===== config.mk =====
export PLATFORM = sky130hd
export DESIGN_NAME = mcpu_alu_arbiter
export DESIGN_NICKNAME = d
export VERILOG_FILES = /design/src/rtl/mcpu_alu_arbiter.sv
export SDC_FILE = /design/constraint.sdc
export NUM_CORES = 1
export LEC_CHECK = 0
export BUFFER_PORTS_ARGS = -buffer_cell sky130_fd_sc_hd__buf_2
export CORE_ASPECT_RATIO = 0.8
export CORE_MARGIN = 2
export CORE_UTILIZATION = 43
export CTS_BUF_LIST = sky130_fd_sc_hd__clkbuf_8
export DETAILED_ROUTE_END_ITERATION = 12
export GPL_ROUTABILITY_DRIVEN = 0
export MAX_ROUTING_LAYER = met4
export PLACE_DENSITY = 0.79
export SLEW_MARGIN = 10
export SYNTH_ARGS = -nofsm -noshare
export SYNTH_HDL_FRONTEND = slang
export SYNTH_SLANG_ARGS = --single-unit

===== constraint.sdc =====
create_clock -name clk -period 1.9 [get_ports clk]
set_input_delay 0.285 -clock clk [delete_from_list [all_inputs] [get_ports clk]]
set_output_delay 0.285 -clock clk [all_outputs]
set_load 0.05 [all_outputs]

===== src/rtl/mcpu_alu_arbiter.sv =====
// mcpu_alu_arbiter: two-requester round-robin front end for a shared,
// multi-cycle ALU. It registers the winning operation onto the ALU ports,
// waits a fixed settling time, captures the result and emits a one-cycle
// response pulse tagged with the owning requester. Illegal opcodes skip
// the ALU entirely and come back as an error response on the next cycle.
module mcpu_alu_arbiter #(
  parameter int CMD_SIZE  = 3,
  parameter int WORD_SIZE = 16,
  parameter int ALU_LAT   = 2
) (
  input  logic                 clk,
  input  logic                 rst_n,
  input  logic                 req0_valid,
  output logic                 req0_ready,
  input  logic [CMD_SIZE-1:0]  req0_cmd,
  input  logic [WORD_SIZE-1:0] req0_a,
  input  logic [WORD_SIZE-1:0] req0_b,
  input  logic                 req1_valid,
  output logic                 req1_ready,
  input  logic [CMD_SIZE-1:0]  req1_cmd,
  input  logic [WORD_SIZE-1:0] req1_a,
  input  logic [WORD_SIZE-1:0] req1_b,
  output logic [CMD_SIZE-1:0]  alu_cmd,
  output logic [WORD_SIZE-1:0] alu_in1,
  output logic [WORD_SIZE-1:0] alu_in2,
  input  logic [WORD_SIZE-1:0] alu_out,
  input  logic                 alu_cf,
  output logic                 rsp_valid,
  output logic                 rsp_id,
  output logic [WORD_SIZE-1:0] rsp_data,
  output logic                 rsp_cf,
  output logic                 rsp_err,
  output logic                 busy
);

  typedef enum logic [1:0] {IDLE, WAIT, RESP} state_t;

  localparam logic [CMD_SIZE-1:0] OP_ADD    = CMD_SIZE'(3);
  localparam logic [CMD_SIZE-1:0] OP_SUB    = CMD_SIZE'(4);
  localparam logic [CMD_SIZE-1:0] OP_LAST   = CMD_SIZE'(5);
  localparam logic [3:0]          WAIT_LOAD = 4'(ALU_LAT - 1);

  state_t               state;
  logic                 last_grant;
  logic                 owner;
  logic [3:0]           wait_cnt;
  logic                 grant0;
  logic                 grant1;
  logic                 accept;
  logic [CMD_SIZE-1:0]  sel_cmd;
  logic [WORD_SIZE-1:0] sel_a;
  logic [WORD_SIZE-1:0] sel_b;

  // Round-robin winner selection; ready only offered to the winner while idle and out of reset
  always_comb begin
    grant0     = req0_valid && (!req1_valid || last_grant);
    grant1     = req1_valid && (!req0_valid || !last_grant);
    req0_ready = rst_n && (state == IDLE) && grant0;
    req1_ready = rst_n && (state == IDLE) && grant1;
    accept     = req0_ready || req1_ready;
    sel_cmd    = req1_ready ? req1_cmd : req0_cmd;
    sel_a      = req1_ready ? req1_a   : req0_a;
    sel_b      = req1_ready ? req1_b   : req0_b;
  end

  assign busy = (state != IDLE);

  // Control FSM: accept, wait for the ALU to settle, then pulse the response
  always_ff @(posedge clk) begin
    if (!rst_n) begin
      state      <= IDLE;
      last_grant <= 1'b1;
      owner      <= 1'b0;
      wait_cnt   <= '0;
      alu_cmd    <= '0;
      alu_in1    <= '0;
      alu_in2    <= '0;
      rsp_valid  <= 1'b0;
      rsp_id     <= 1'b0;
      rsp_data   <= '0;
      rsp_cf     <= 1'b0;
      rsp_err    <= 1'b0;
    end else begin
      rsp_valid <= 1'b0;
      case (state)
        IDLE: begin
          if (accept) begin
            last_grant <= req1_ready;
            owner      <= req1_ready;
            if (sel_cmd > OP_LAST) begin
              rsp_data  <= '0;
              rsp_cf    <= 1'b0;
              rsp_err   <= 1'b1;
              rsp_id    <= req1_ready;
              rsp_valid <= 1'b1;
              state     <= RESP;
            end else begin
              alu_cmd  <= sel_cmd;
              alu_in1  <= sel_a;
              alu_in2  <= sel_b;
              wait_cnt <= WAIT_LOAD;
              state    <= WAIT;
            end
          end
        end
        WAIT: begin
          if (wait_cnt == 4'd0) begin
            rsp_data  <= alu_out;
            rsp_cf    <= ((alu_cmd == OP_ADD) || (alu_cmd == OP_SUB)) ? alu_cf : 1'b0;
            rsp_err   <= 1'b0;
            rsp_id    <= owner;
            rsp_valid <= 1'b1;
            state     <= RESP;
          end else begin
            wait_cnt <= wait_cnt - 4'd1;
          end
        end
        RESP: begin
          state <= IDLE;
        end
        default: begin
          state <= IDLE;
        end
      endcase
    end
  end

endmodule


# Word level (Yosys, flattened, before mapping)
# Cells that the tools add are included.
word_totals:
  elab_cells: 76
  output_inout_bits: 58
  regBits: 63
  input_bits: 91
op_classes:
  n_eq_ne: 8
  n_mux: 32
  n_lt_le_gt_ge: 1
  reduce_logical: 21
  n_bitwise: 1
  add_sub_neg: 1
ops:
  columns: ["operator", "n"]
  rows:
  - ["$mux 16", 5]
  - ["$pmux 16 s2", 1]
  - ["$mux 1", 13]
  - ["$mux 4", 3]
  - ["$ne 2x2->1 const B", 4]
  - ["$pmux 1 s2", 4]
  - ["$pmux 4 s2", 1]
  - ["$reduce_and 4->1", 2]
  - ["$mux 2", 3]
  - ["$logic_and 1x1->1", 5]
  - ["$logic_not 4->1", 1]
  - ["$logic_or 1x1->1", 4]
  - ["$pmux 2 s2", 1]
  - ["$reduce_and 2->1", 2]
  - ["$reduce_bool 2->1", 2]
  - ["$sub 4x1->4 const B", 1]
  - ["$eq 3x2->1 const B", 1]
  - ["$eq 3x3->1 const B", 1]
  - ["$gt 3x3->1 const B", 1]
  - ["$logic_not 1->1", 3]
  - ["$mux 3", 1]
  - ["$reduce_and 3->1", 1]
  - ["$eq 2x1->1 const B", 1]
  - ["$logic_not 2->1", 1]
  - ["2 further kinds", 2]

# Depth between registers and ports, before layout
logic_depth:
  word_depth: 9
  mapped_depth: 8
  ltp_nobuf: 6

# Worst setup path before layout
# OpenSTA, ideal clock, no wires.
synth_timing:
  kind: "register to register"
  startpoint: "reg state[1]"
  endpoint: "reg rsp_data[10]"
  path_stages_with_launch: 8
  setup_time_ns: 0.117
  period_less_slack_ns: 2.036
  arrival_time_ns: 1.919
  t_required_ns: 1.783
  slack_ns: -0.136
  n_path_buf: 3
  cell_sequence: "dfxtp_1 buf_6 or3b_4 or3_4 and4_1 buf_2 buf_2 a22o_2"
synth_via:
  elab_chain_cells: 7
  word_cells_on_any_way: 14
  cone_classes: "order compare (1); eq/ne (4); mux (2); reduce/logical (7)"
synth_rtl:
  columns: ["item", "line", "text"]
  rows:
  - ["start, declared", "43", "state_t state;"]
  - ["start signal, assigned", "71", "state <= IDLE;"]
  - ["start signal, assigned", "96", "state <= RESP;"]
  - ["start signal, assigned", "102", "state <= WAIT;"]
  - ["$logic_not 2->1", "58, 59, 85", null]
  - ["$logic_and 1x1->1", "58, 59", null]
  - ["$logic_and 1x1->1", "59", "req1_ready = rst_n && (state == IDLE) && grant1;"]
  - ["$mux 3", "61", "sel_cmd = req1_ready ? req1_cmd : req0_cmd;"]
  - ["$gt 3x3->1", "90", "if (sel_cmd > OP_LAST) begin"]
  - ["$ne 2x1->1 (no line)", null, null]
  - ["$reduce_and 4->1 (no line)", null, null]
  - ["end signal, assigned", "108", "rsp_data <= alu_out;"]
  - ["end, declared", "30", "output logic [WORD_SIZE-1:0] rsp_data,"]
# Several ways; a longest one is shown, not always the timed one.
# A chain may end at the register's enable or synchronous reset.

# Worst setup path after layout
layout_timing:
  startpoint: "reg state[1]"
  endpoint: "out req1_ready"
layout_via:
  elab_chain_cells: 3
layout_rtl:
  columns: ["item", "line", "text"]
  rows:
  - ["$logic_not 2->1", "59", null]
  - ["$logic_and 1x1->1 (2 in a row)", "59", null]
  - ["end, declared", "19", "output logic req1_ready,"]
# No other way between the ends.

==> results.cfg <==
[pwr]
total_power_w = 0.00388
ir_drop_mv = 0.583
p_per_area_nw_per_um2 = 932
power.leakage_nw = 2.18

[synthesis]
syn_inst = 316
syn-num-nets = 409
syn_avg_cell_area_um2 = 9.40
yosysSeqAreaShare_pct = 42.5
yosys_register_bits = 63
synth.distinct_cells = 44
synth_area_leaders = dfxtp_1 (42%), o211a_1 (11%), o211ai_1 (8.1%)
synth_top_area_share_pct = 42.5
ys_warn_count = 0
syn_area_um2 = 2970
synth_top_area_cell = dfxtp_1

[setup_path]
critPathLaunchType = flip-flop
required_ps = 1620
crit_type = reg2out
ff2ff_path_depth = 4
max_stage_delay_ps = 340
crit_chain = buf_4 > nor3b_4 > buf_6 > nand2_1 > inv_2 > buf_6
critPathMaxFanout = 8
critPathSlowestCell = dfxtp_2
crit_arrival_ps = 1550
cpMostUsedCell = buf_6
crit_path_end_kind = primary output

[clocking]
cts_tree = yes
clk_latency_ps = 330
cts_buffers = 9
cts_buffer_depth = 2
clkTransAtPathRegs_ps = 70
clkSinkCount = 63
cts_root_buffer = clkbuf_8
hold_buffers = 0
htreeDepth = 3

[route]
wirelength_um = 8770
vias = 3181
drt_iter0_markers = 149
routedWlPerCell_um = 15.7
drt_pass1_iterations = 5
drc = 0
viasPerCell = 5.69
antenna_left = 0

[global_routing]
grt_use_total_pct = 23.8
grt_pass1_wl_um = 14500
grt_max_degree = 33
grt_pass1_vias = 2982
grt_overflow = 0
antenna_found_initial = 0

[sta]
clock.fmax_ghz = 0.545
drv_slew = 0
worst_pin_slew_ps = 490
finalHoldViolCount = 0
skew_ps = 8.66
relSlewSlack_pct = 67.1
min_period_ps = 1830
finalSetupViolations = 0
grt_setup_unrepaired = no
finalCritPeriodShare_pct = 96.6

[worst_hold_path]
min_path_type = in2reg
worstHoldPathCells = 2

[placement]
placedCellCount = 541
placed_area_um2 = 3880
io_buffers = 148
place.detailed.hpwl_um = 6100

[layout]
regArea_um2 = 1260
fillers = 568
post-route-cell-area_um2 = 4160
insertedDiodeCount = 0
area_delta_synth_final_pct = 40.1
layout.cells.non_filler = 559
fin_util_pct = 61.3
nets = 560
multi_input_area_um2 = 1580
drive_gt1_share_pct = 45.6

[floorplanning]
dieArea_um2 = 7590
die_h_um = 78.3
fp-row-count = 27
ios = 149
start_util_pct = 43.7
die_x_um = 96.9
core_area_um2 = 6790

[flow_run]
drv_cap = 0

[run_status]
status = completed
-- state kept, by name, indices dropped and copies added, names as in the netlist --
name	count
last_grant	1
alu_cmd	3
rsp_valid	1
state	2
alu_in2	16
rsp_cf	1
rsp_id	1
wait_cnt	4
rsp_data	16
alu_in1	16
rsp_err	1
owner	1
-- what timing repair did --
item                                    4_1_cts  5_1_grt
endpoints found under the setup margin        2       20
buffers inserted                              1        1
gates resized for setup                       6       11
pin swaps                                     1        1
-- per-layer routing --
metal,global-route usage [%],vias up,wire [um]
li1,-,1522,-
met1,30.0,1511,3820
met2,36.9,142,4140
met3,9.17,6,760
met4,4.51,0,53
met5,-,-,0
-- layout make-up --
type,count,area share (%)
multi-input cells,214,38.0
flip-flops and latches,63,30.4
repair buffers,173,23.5
clock buffers,12,3.97
well taps,87,2.62
clock inverters,4,1.05
inverters,6,0.541
-- synthesized netlist by cell type, drive strengths merged --
library cell	instances
dfxtp	63
o21ai	34
nand3	33
o211a	32
o211ai	32
clkbuf	21
a22o	16
buf	12
nand2	10
inv	5
nor3b	5
mux2i	4
nor3	4
or3	4
a211oi	3
a21oi	3
a31oi	3
nand2b	3
a311oi	2
and2	2
and3	2
ha	2
nor2b	2
o31ai	2
o41ai	2
or2	2
a21bo	1
a21boi	1
and4	1
clkinv	1
mux2	1
nand4bb	1
nor2	1
nor4	1
o2111ai	1
o21a	1
o22a	1
o22ai	1
or3b	1
-- logic make-up after synthesis --
kind of cell	share of synthesized area, %
adder cells (fa/ha/maj)	0.842
buffers and inverters	5.86
flip-flops	42.5
AND/OR/NAND/NOR	13.6
multiplexers	1.73
AO/OA/AOI/OAI	35.5
-- metrics by stage --
stage / setup TNS (ps) / worst slack (ps) / hold slack [ps]
after floorplan: -60.1 / -7.51 / 418
after global placement: 0 / 17.3 / 444
after detailed placement: -42.0 / -6.94 / 450
after CTS: 0 / 7.20 / 158
after global routing: 0 / 7.46 / 157
final: 0 / 65.4 / 174
-- critical path, delay by kind of cell (launching register included) --
family | cells | cell delay, ps
buffers and inverters | 4 | 550
flip-flops | 1 | 340
AND/OR/NAND/NOR | 2 | 320
-- cell usage in the layout, fill, tap and decap left out, types with 8 or more instances in the layout --
| cell type | synthesis | layout |
|---|---|---|
| buf_2 | 10 | 146 |
| dfxtp_1 | 63 | 61 |
| o21ai_0 | 34 | 34 |
| nand3_1 | 33 | 32 |
| o211ai_1 | 32 | 32 |
| o211a_1 | 32 | 32 |
| buf_4 | 0 | 21 |
| clkbuf_8 | 0 | 12 |
| nand2_1 | 10 | 10 |
| a22o_2 | 8 | 8 |
| a22o_1 | 8 | 8 |
-- report_power, final --
part / leakage [nW] / switching (W) / internal (W)
registers: 0.517 / 0.0000716 / 0.00144
clock network: 0.114 / 0.000502 / 0.000705
logic: 1.55 / 0.000766 / 0.000394
total: 2.18 / 0.00134 / 0.00254
-- worst paths after layout --
kind	from	slack [ps]	end
worst min register to register	state[1]	470	rsp_valid
worst max register to register	state[0]	120	rsp_data[9]
worst min-delay path	alu_out[1]	170	rsp_data[1]
worst max-delay path	state[1]	70	req1_ready
No activity file was read; power rests on OpenSTA's default activity.
